## src/rtl/gmii_tx_framer.sv

```systemverilog
// GMII transmit framer: preamble/SFD insertion, delay line, optional padding + CRC-32 FCS, IFG.
// Build option GMII_TX_PAD_FCS_EN enables the PAD/FCS path; without it frames go DATA -> IFG.
module gmii_tx_framer #(
   parameter int unsigned MIN_BYTES = 60,
   parameter int unsigned IFG_BYTES = 12
) (
   input  logic        gmii_tx_clk,
   input  logic        rst_n,
   input  logic        in_en,
   input  logic [7:0]  in_d,
   output logic        gmii_tx_en,
   output logic [7:0]  gmii_txd,
   output logic [15:0] frame_cnt,
   output logic [15:0] drop_cnt
);

   typedef enum logic [2:0] {StIdle, StPre, StData, StPad, StFcs, StIfg} state_e;

   localparam logic [15:0] IfgLast = 16'(IFG_BYTES - 1);

   state_e            state_q, state_d;
   logic [15:0]       cyc_q, cyc_d;
   logic              prev_q;
   logic [7:0]        smp_q;
   logic              smp_v_q, smp_v_d;
   logic [7:0][7:0]   dl_q;
   logic [7:0]        dl_v_q;
   logic              out_en_q, out_en_d;
   logic [7:0]        out_d_q, out_d_d;
   logic [15:0]       frame_cnt_q, frame_cnt_d;
   logic [15:0]       drop_cnt_q, drop_cnt_d;
   logic              rise, accept, data_last;

`ifdef GMII_TX_PAD_FCS_EN
   localparam logic [10:0] MinCnt = 11'(MIN_BYTES);

   logic [31:0] crc_q, crc_d, fcs_word;
   logic [10:0] cnt_q, cnt_d, cnt_inc;

   // Reflected CRC-32, one byte per call.
   function automatic logic [31:0] crc_byte(input logic [31:0] crc, input logic [7:0] d);
      logic [31:0] c;
      c = crc ^ {24'h000000, d};
      for (int i = 0; i < 8; i++) begin
         c = c[0] ? ((c >> 1) ^ 32'hEDB88320) : (c >> 1);
      end
      return c;
   endfunction

   assign cnt_inc  = (cnt_q == 11'h7FF) ? cnt_q : cnt_q + 11'd1;
   assign fcs_word = ~crc_q;
`endif

   assign rise      = in_en & ~prev_q;
   assign accept    = rise & (state_q == StIdle);
   // Valid bytes are contiguous, so an empty next-to-tail slot means this is the last byte.
   assign data_last = (state_q == StData) & ~dl_v_q[6];
   assign smp_v_d   = in_en & (accept | smp_v_q);

   // State register
   always_ff @(posedge gmii_tx_clk or negedge rst_n) begin
      if (!rst_n) begin
         state_q <= StIdle;
         cyc_q   <= '0;
      end else begin
         state_q <= state_d;
         cyc_q   <= cyc_d;
      end
   end

   // Next-state logic
   always_comb begin
      state_d = state_q;
      cyc_d   = cyc_q;
      unique case (state_q)
         StIdle: begin
            if (accept) begin
               state_d = StPre;
               cyc_d   = '0;
            end
         end
         StPre: begin
            cyc_d = cyc_q + 16'd1;
            if (cyc_q == 16'd7) begin
               state_d = StData;
               cyc_d   = '0;
            end
         end
         StData: begin
            if (data_last) begin
               cyc_d = '0;
`ifdef GMII_TX_PAD_FCS_EN
               state_d = (cnt_inc < MinCnt) ? StPad : StFcs;
`else
               state_d = StIfg;
`endif
            end
         end
`ifdef GMII_TX_PAD_FCS_EN
         StPad: begin
            if (cnt_inc == MinCnt) begin
               state_d = StFcs;
               cyc_d   = '0;
            end
         end
         StFcs: begin
            cyc_d = cyc_q + 16'd1;
            if (cyc_q == 16'd3) begin
               state_d = StIfg;
               cyc_d   = '0;
            end
         end
`endif
         StIfg: begin
            cyc_d = cyc_q + 16'd1;
            if (cyc_q == IfgLast) begin
               state_d = StIdle;
               cyc_d   = '0;
            end
         end
         default: begin
            state_d = StIdle;
            cyc_d   = '0;
         end
      endcase
   end

   // Output logic (registered one cycle later)
   always_comb begin
      out_en_d = 1'b0;
      out_d_d  = 8'h00;
      unique case (state_q)
         StPre: begin
            out_en_d = 1'b1;
            out_d_d  = (cyc_q == 16'd7) ? 8'hD5 : 8'h55;
         end
         StData: begin
            out_en_d = 1'b1;
            out_d_d  = dl_q[7];
         end
`ifdef GMII_TX_PAD_FCS_EN
         StPad: begin
            out_en_d = 1'b1;
            out_d_d  = 8'h00;
         end
         StFcs: begin
            out_en_d = 1'b1;
            out_d_d  = fcs_word[{cyc_q[1:0], 3'b000} +: 8];
         end
`endif
         default: begin
            out_en_d = 1'b0;
            out_d_d  = 8'h00;
         end
      endcase
   end

   // Counters and CRC
   always_comb begin
      frame_cnt_d = frame_cnt_q;
      drop_cnt_d  = drop_cnt_q;
      if (rise && (state_q != StIdle)) begin
         drop_cnt_d = drop_cnt_q + 16'd1;
      end
`ifdef GMII_TX_PAD_FCS_EN
      crc_d = crc_q;
      cnt_d = cnt_q;
      if (accept) begin
         crc_d = 32'hFFFFFFFF;
         cnt_d = '0;
      end else if (state_q == StData) begin
         crc_d = crc_byte(crc_q, dl_q[7]);
         cnt_d = cnt_inc;
      end else if (state_q == StPad) begin
         crc_d = crc_byte(crc_q, 8'h00);
         cnt_d = cnt_inc;
      end
      if ((state_q == StFcs) && (cyc_q == 16'd3)) begin
         frame_cnt_d = frame_cnt_q + 16'd1;
      end
`else
      if (data_last) begin
         frame_cnt_d = frame_cnt_q + 16'd1;
      end
`endif
   end

   // Datapath registers; prev_q resets high so a frame in flight at reset release is ignored
   always_ff @(posedge gmii_tx_clk or negedge rst_n) begin
      if (!rst_n) begin
         prev_q      <= 1'b1;
         smp_q       <= '0;
         smp_v_q     <= 1'b0;
         dl_q        <= '0;
         dl_v_q      <= '0;
         out_en_q    <= 1'b0;
         out_d_q     <= '0;
         frame_cnt_q <= '0;
         drop_cnt_q  <= '0;
`ifdef GMII_TX_PAD_FCS_EN
         crc_q       <= 32'hFFFFFFFF;
         cnt_q       <= '0;
`endif
      end else begin
         prev_q      <= in_en;
         smp_q       <= in_d;
         smp_v_q     <= smp_v_d;
         dl_q        <= {dl_q[6:0], smp_q};
         dl_v_q      <= {dl_v_q[6:0], smp_v_q};
         out_en_q    <= out_en_d;
         out_d_q     <= out_d_d;
         frame_cnt_q <= frame_cnt_d;
         drop_cnt_q  <= drop_cnt_d;
`ifdef GMII_TX_PAD_FCS_EN
         crc_q       <= crc_d;
         cnt_q       <= cnt_d;
`endif
      end
   end

   assign gmii_tx_en = out_en_q;
   assign gmii_txd   = out_d_q;
   assign frame_cnt  = frame_cnt_q;
   assign drop_cnt   = drop_cnt_q;

endmodule

```

## config.mk

```make
export PLATFORM = sky130hd
export DESIGN_NAME = gmii_tx_framer
export DESIGN_NICKNAME = d
export VERILOG_FILES = /design/src/rtl/gmii_tx_framer.sv
export SDC_FILE = /design/constraint.sdc
export NUM_CORES = 1
export LEC_CHECK = 0
export BUFFER_PORTS_ARGS = -buffer_cell sky130_fd_sc_hd__buf_2
export CAP_MARGIN = 20
export CORE_UTILIZATION = 40
export CTS_CLUSTER_DIAMETER = 40
export DETAILED_ROUTE_END_ITERATION = 10
export PLACE_DENSITY = 0.54
export SETUP_SLACK_MARGIN = 0.4
export SLEW_MARGIN = 20
export SYNTH_ARGS = -nofsm -noshare
export SYNTH_HDL_FRONTEND = slang
export SYNTH_SLANG_ARGS = --single-unit
```

## constraint.sdc

```tcl
create_clock -name gmii_tx_clk -period 1.98 [get_ports gmii_tx_clk]
set_input_delay 0 -clock gmii_tx_clk [delete_from_list [all_inputs] [get_ports gmii_tx_clk]]
set_output_delay 0 -clock gmii_tx_clk [all_outputs]
set_load 0.1 [all_outputs]
```

==> impl_results.md <==
- Final Power: 6.620 mW
- Critical Path AT: 2.07 ns
- Max-slew violations: 0
- WL/cell: 14.63 µm
- Pin count of the biggest net entering global routing: 50
- Die width: 112.6 µm
- Slowest stage delay, CP: 0.50 ns
- Share of post-route cells with drive strength above 1: 37.82%
- Crit path from: cyc_q[3]$_DFFE_PN0P_
- Sw power: 1.753 mW
- RePlAce Congestion: 0.7925
- Std cell rows: 40
- DR pass1 iterations: 4
- CP Launch Type: flip-flop
- Area Overhead vs Synth: 33.99%
- Leakage: 2.920 nW
- GRT Residual Overflow: 0
- Placed cells: 557
- R2R Path End: cyc_q[13]$_DFFE_PN0P_
- Drt total wl: 9116 µm
- Place WS: 0.1387 ns
- Placed cell area: 5523 µm²
- Logic gate share of total power: 10.2%
- Reg2reg start: cyc_q[3]$_DFFE_PN0P_
- Initial DRC count: 209
- Nets: 479
- Final Cell Area: 6555 µm²
- H-tree depth: 4
- Clock power frac: 42.2%
- Mapped Cells: 358
- Pwr/cell area: 1010 nW/µm²
- Max Cap Violations: 0
- Number of global-route vias before repair: 3141
- Worst EP required: 2.27 ns
- Critical Path Fanout Max: 9
- IO buf count: 51
- YS warnings: 0
- Number of top-level pins: 52
- Post-route DRC: 0
- Antenna cell count: 0
- Synth area leaders: dfrtp_1 72%, xnor2_1 4.5%, nand3_1 2.8%, nand2_1 2.1%, nand4_1 1.8%
- Final hold viol count: 0
- Slowest CP cell: dfrtp_1
- Skew-Pair Late Insertion Delay: 0.41 ns
- Fin crit share: 89.91%
- Root Buffer: clkbuf_16
- Leading area contributor after synthesis: dfrtp_1
- Unique masters post-synth: 45
- Total CTS buffers: 17
- Flop2flop setup slack: 0.20 ns
- DR top layer: met4
- Vias/cell: 5.063
- Via count: 3154
- WL met3: 414 µm
- Remaining antenna violation count: 0
- Tmin final: 1.780 ns
- Wl on met1: 4096 µm
- PnR worst setup slack: 0.1997 ns
- First-pass GRT wire length: 15030 µm
- Syn avg cell area: 13.67 µm²
- Synth Flop Type: dfrtp_1
- CORE AREA: 11960 µm²
- Clock slew at reported path FFs: 0.05 ns
- Routed wl met2: 4418 µm
- Ys async rst share: 100.0%
- Synth top area share: 71.61%
- Synth Register Bits: 141
- R2R depth: 4
- Die H: 112.6 µm
- Synthesized Nets: 372
- Layout Skew: 0.006756 ns
- Hpwl dp: 5254 µm
- Slew @ Worst Pin: 0.5525 ns
- Worst VDD drop: 1.495 mV
- EDFF count, synth: 0
- Post-synthesis sequential area ratio: 72.15%
- Net Sw Frac: 26.48%
- TritonCTS clock tree: done
- Worst setup EP type: flip-flop
- Reg power frac: 47.5%
- Status: completed
- Cell-internal power: 4.867 mW
- Synthesized cell area: 4892 µm²
- GRT Overall Usage: 15.74%
- Post-Route Setup TNS: 0 ns
- Hold WC Path Type: input port to async pin
- Clock Sinks: 141
- Setup violators final: 0
- Crit Path Class: flip-flop to flip-flop
- Initial Utilization: 40.90%
- Worst-path cell chain: nor2b_1 > a22oi_1 > o21a_4 > a221o_1
- Initial antenna violation count: 0
- Fmax: 0.5617 GHz
- Max clock buf depth: 2
- RSZ-0062 raised after global routing: yes
- Die area: 12680 µm²
- Worst slew margin: 63.17%
- Final instance count without filler cells: 623
[cell type report]
type                    instances  area [µm²]
multi-input cells             204        1504
fillers                       994        5406
inverters                       2       7.507
clock inverters                 5       37.54
well taps                     147       183.9
clock buffers                  25       485.5
repair buffers                 99       737.0
flip-flops and latches        141        3600
[worst max-delay path: cells and delay by family, from the launching register on]
family           cells  cell delay (ns)
flip-flops           1             0.50
AND/OR/NAND/NOR      1             0.31
AO/OA/AOI/OAI        3             0.85
[metrics by stage]
| stage | utilization [%] | hold WS [ns] |
|---|---|---|
| after floorplan | - | -0.2956 |
| after global routing | 54.80 | 0.1398 |
| after global placement | 46.17 | -0.02146 |
| final | 54.80 | 0.08968 |
| after detailed placement | 46.17 | -0.01651 |
| after CTS | 53.58 | 0.1144 |
[state kept, by name, summed over array words and instances, names as in the netlist]
name,flops
cyc_q,16
dl_q,64
dl_v_q,7
drop_cnt,16
frame_cnt,16
gmii_tx_en,1
gmii_txd,8
prev_q,1
smp_q,8
smp_v_q,1
state_q,3
[per-layer routing]
metal / up-vias / global-route usage, %
met5: - / 0
met4: 0 / 8.800
met3: 13 / 6.048
met2: 70 / 23.95
met1: 1608 / 19.31
li1: 1463 / -
[power by group through the flow]
| stage | clock [mW] | sequential (mW) | combinational (mW) |
|---|---|---|---|
| floorplan | 0 | 3.58 | 0.0915 |
| global placement | 0 | 3.19 | 0.661 |
| detailed placement | 0 | 3.19 | 0.662 |
| CTS | 2.88 | 3.15 | 0.683 |
| global route | 3.00 | 3.17 | 0.718 |
| finish | 2.80 | 3.15 | 0.676 |
[cells by family (layout without fill, tap and decap cells)]
group	count (synthesis)	after routing	synth area share, %
flip-flops	141	141	72.15
XOR/XNOR	30	30	5.371
AND/OR/NAND/NOR	135	135	15.24
adder cells (fa/ha/maj)	3	3	0.7673
multiplexers	1	1	0.2302
AO/OA/AOI/OAI	35	35	5.167
buffers and inverters	13	131	1.074
[repair_timing]
action / 4_1_cts / 5_1_grt
pin swaps: 11 / 13
endpoints found under the setup margin: 41 / 45
hold endpoints to repair: 151 / 0
gates resized for setup: 30 / 21
setup buffers: 19 / 5
hold buffers: 10 / 0
cloned: 1 / 1
[cell usage after synthesis, types with 4 or more instances]
master / instances
dfrtp_1: 140
nand2_1: 27
nand3_1: 27
xnor2_1: 25
nor2_1: 17
nand4_1: 14
and3_1: 10
clkbuf_1: 8
o21ai_0: 7
a21oi_1: 6
nand2b_1: 6
nor2b_1: 5
o211ai_1: 5
or3_1: 5
xor2_1: 5
and2_1: 4
and4_1: 4
nor3_1: 4
[layout by cell type, fill, tap and decap left out, drive strengths merged, types with 2 or more instances in the layout]
cell type    Yosys  final
or2              2      2
a21oi            6      6
or3              5      5
clkinv           0      3
xnor2           25     25
or4b             2      2
dfrtp          140    140
buf              3     87
o211ai           5      5
nand2b           6      6
a22o             2      2
nand2           27     27
clkinvlp         0      2
nand3           27     27
nand4           14     14
a221o            3      3
nor4             2      2
or4              2      2
xor2             5      5
ha               3      3
and3            10     10
o21ai            7      7
clkbuf           8     27
inv              2      2
nor4b            3      3
dlygate4sd3      0     10
and2             4      4
o21a             2      2
nor2b            5      5
and4             4      4
nor3             5      5
nor2            17     17
[worst max-delay path by stage]
| stage | cells after the start | end | slack (ns) |
|---|---|---|---|
| 3_5_place_dp | 5 | cyc_q[13]$_DFFE_PN0P_ | 0.14 |
| 3_3_place_gp | 5 | cyc_q[9]$_DFFE_PN0P_ | 0.20 |
| 4_1_cts | 5 | gmii_txd[7]$_DFF_PN0_ | 0.25 |
| 5_1_grt | 5 | gmii_txd[7]$_DFF_PN0_ | 0.12 |
| 2_1_floorplan | 4 | frame_cnt[15]$_DFFE_PN0P_ | 0.23 |
| 6_report | 4 | cyc_q[13]$_DFFE_PN0P_ | 0.20 |
No activity file was read; power rests on OpenSTA's default activity.
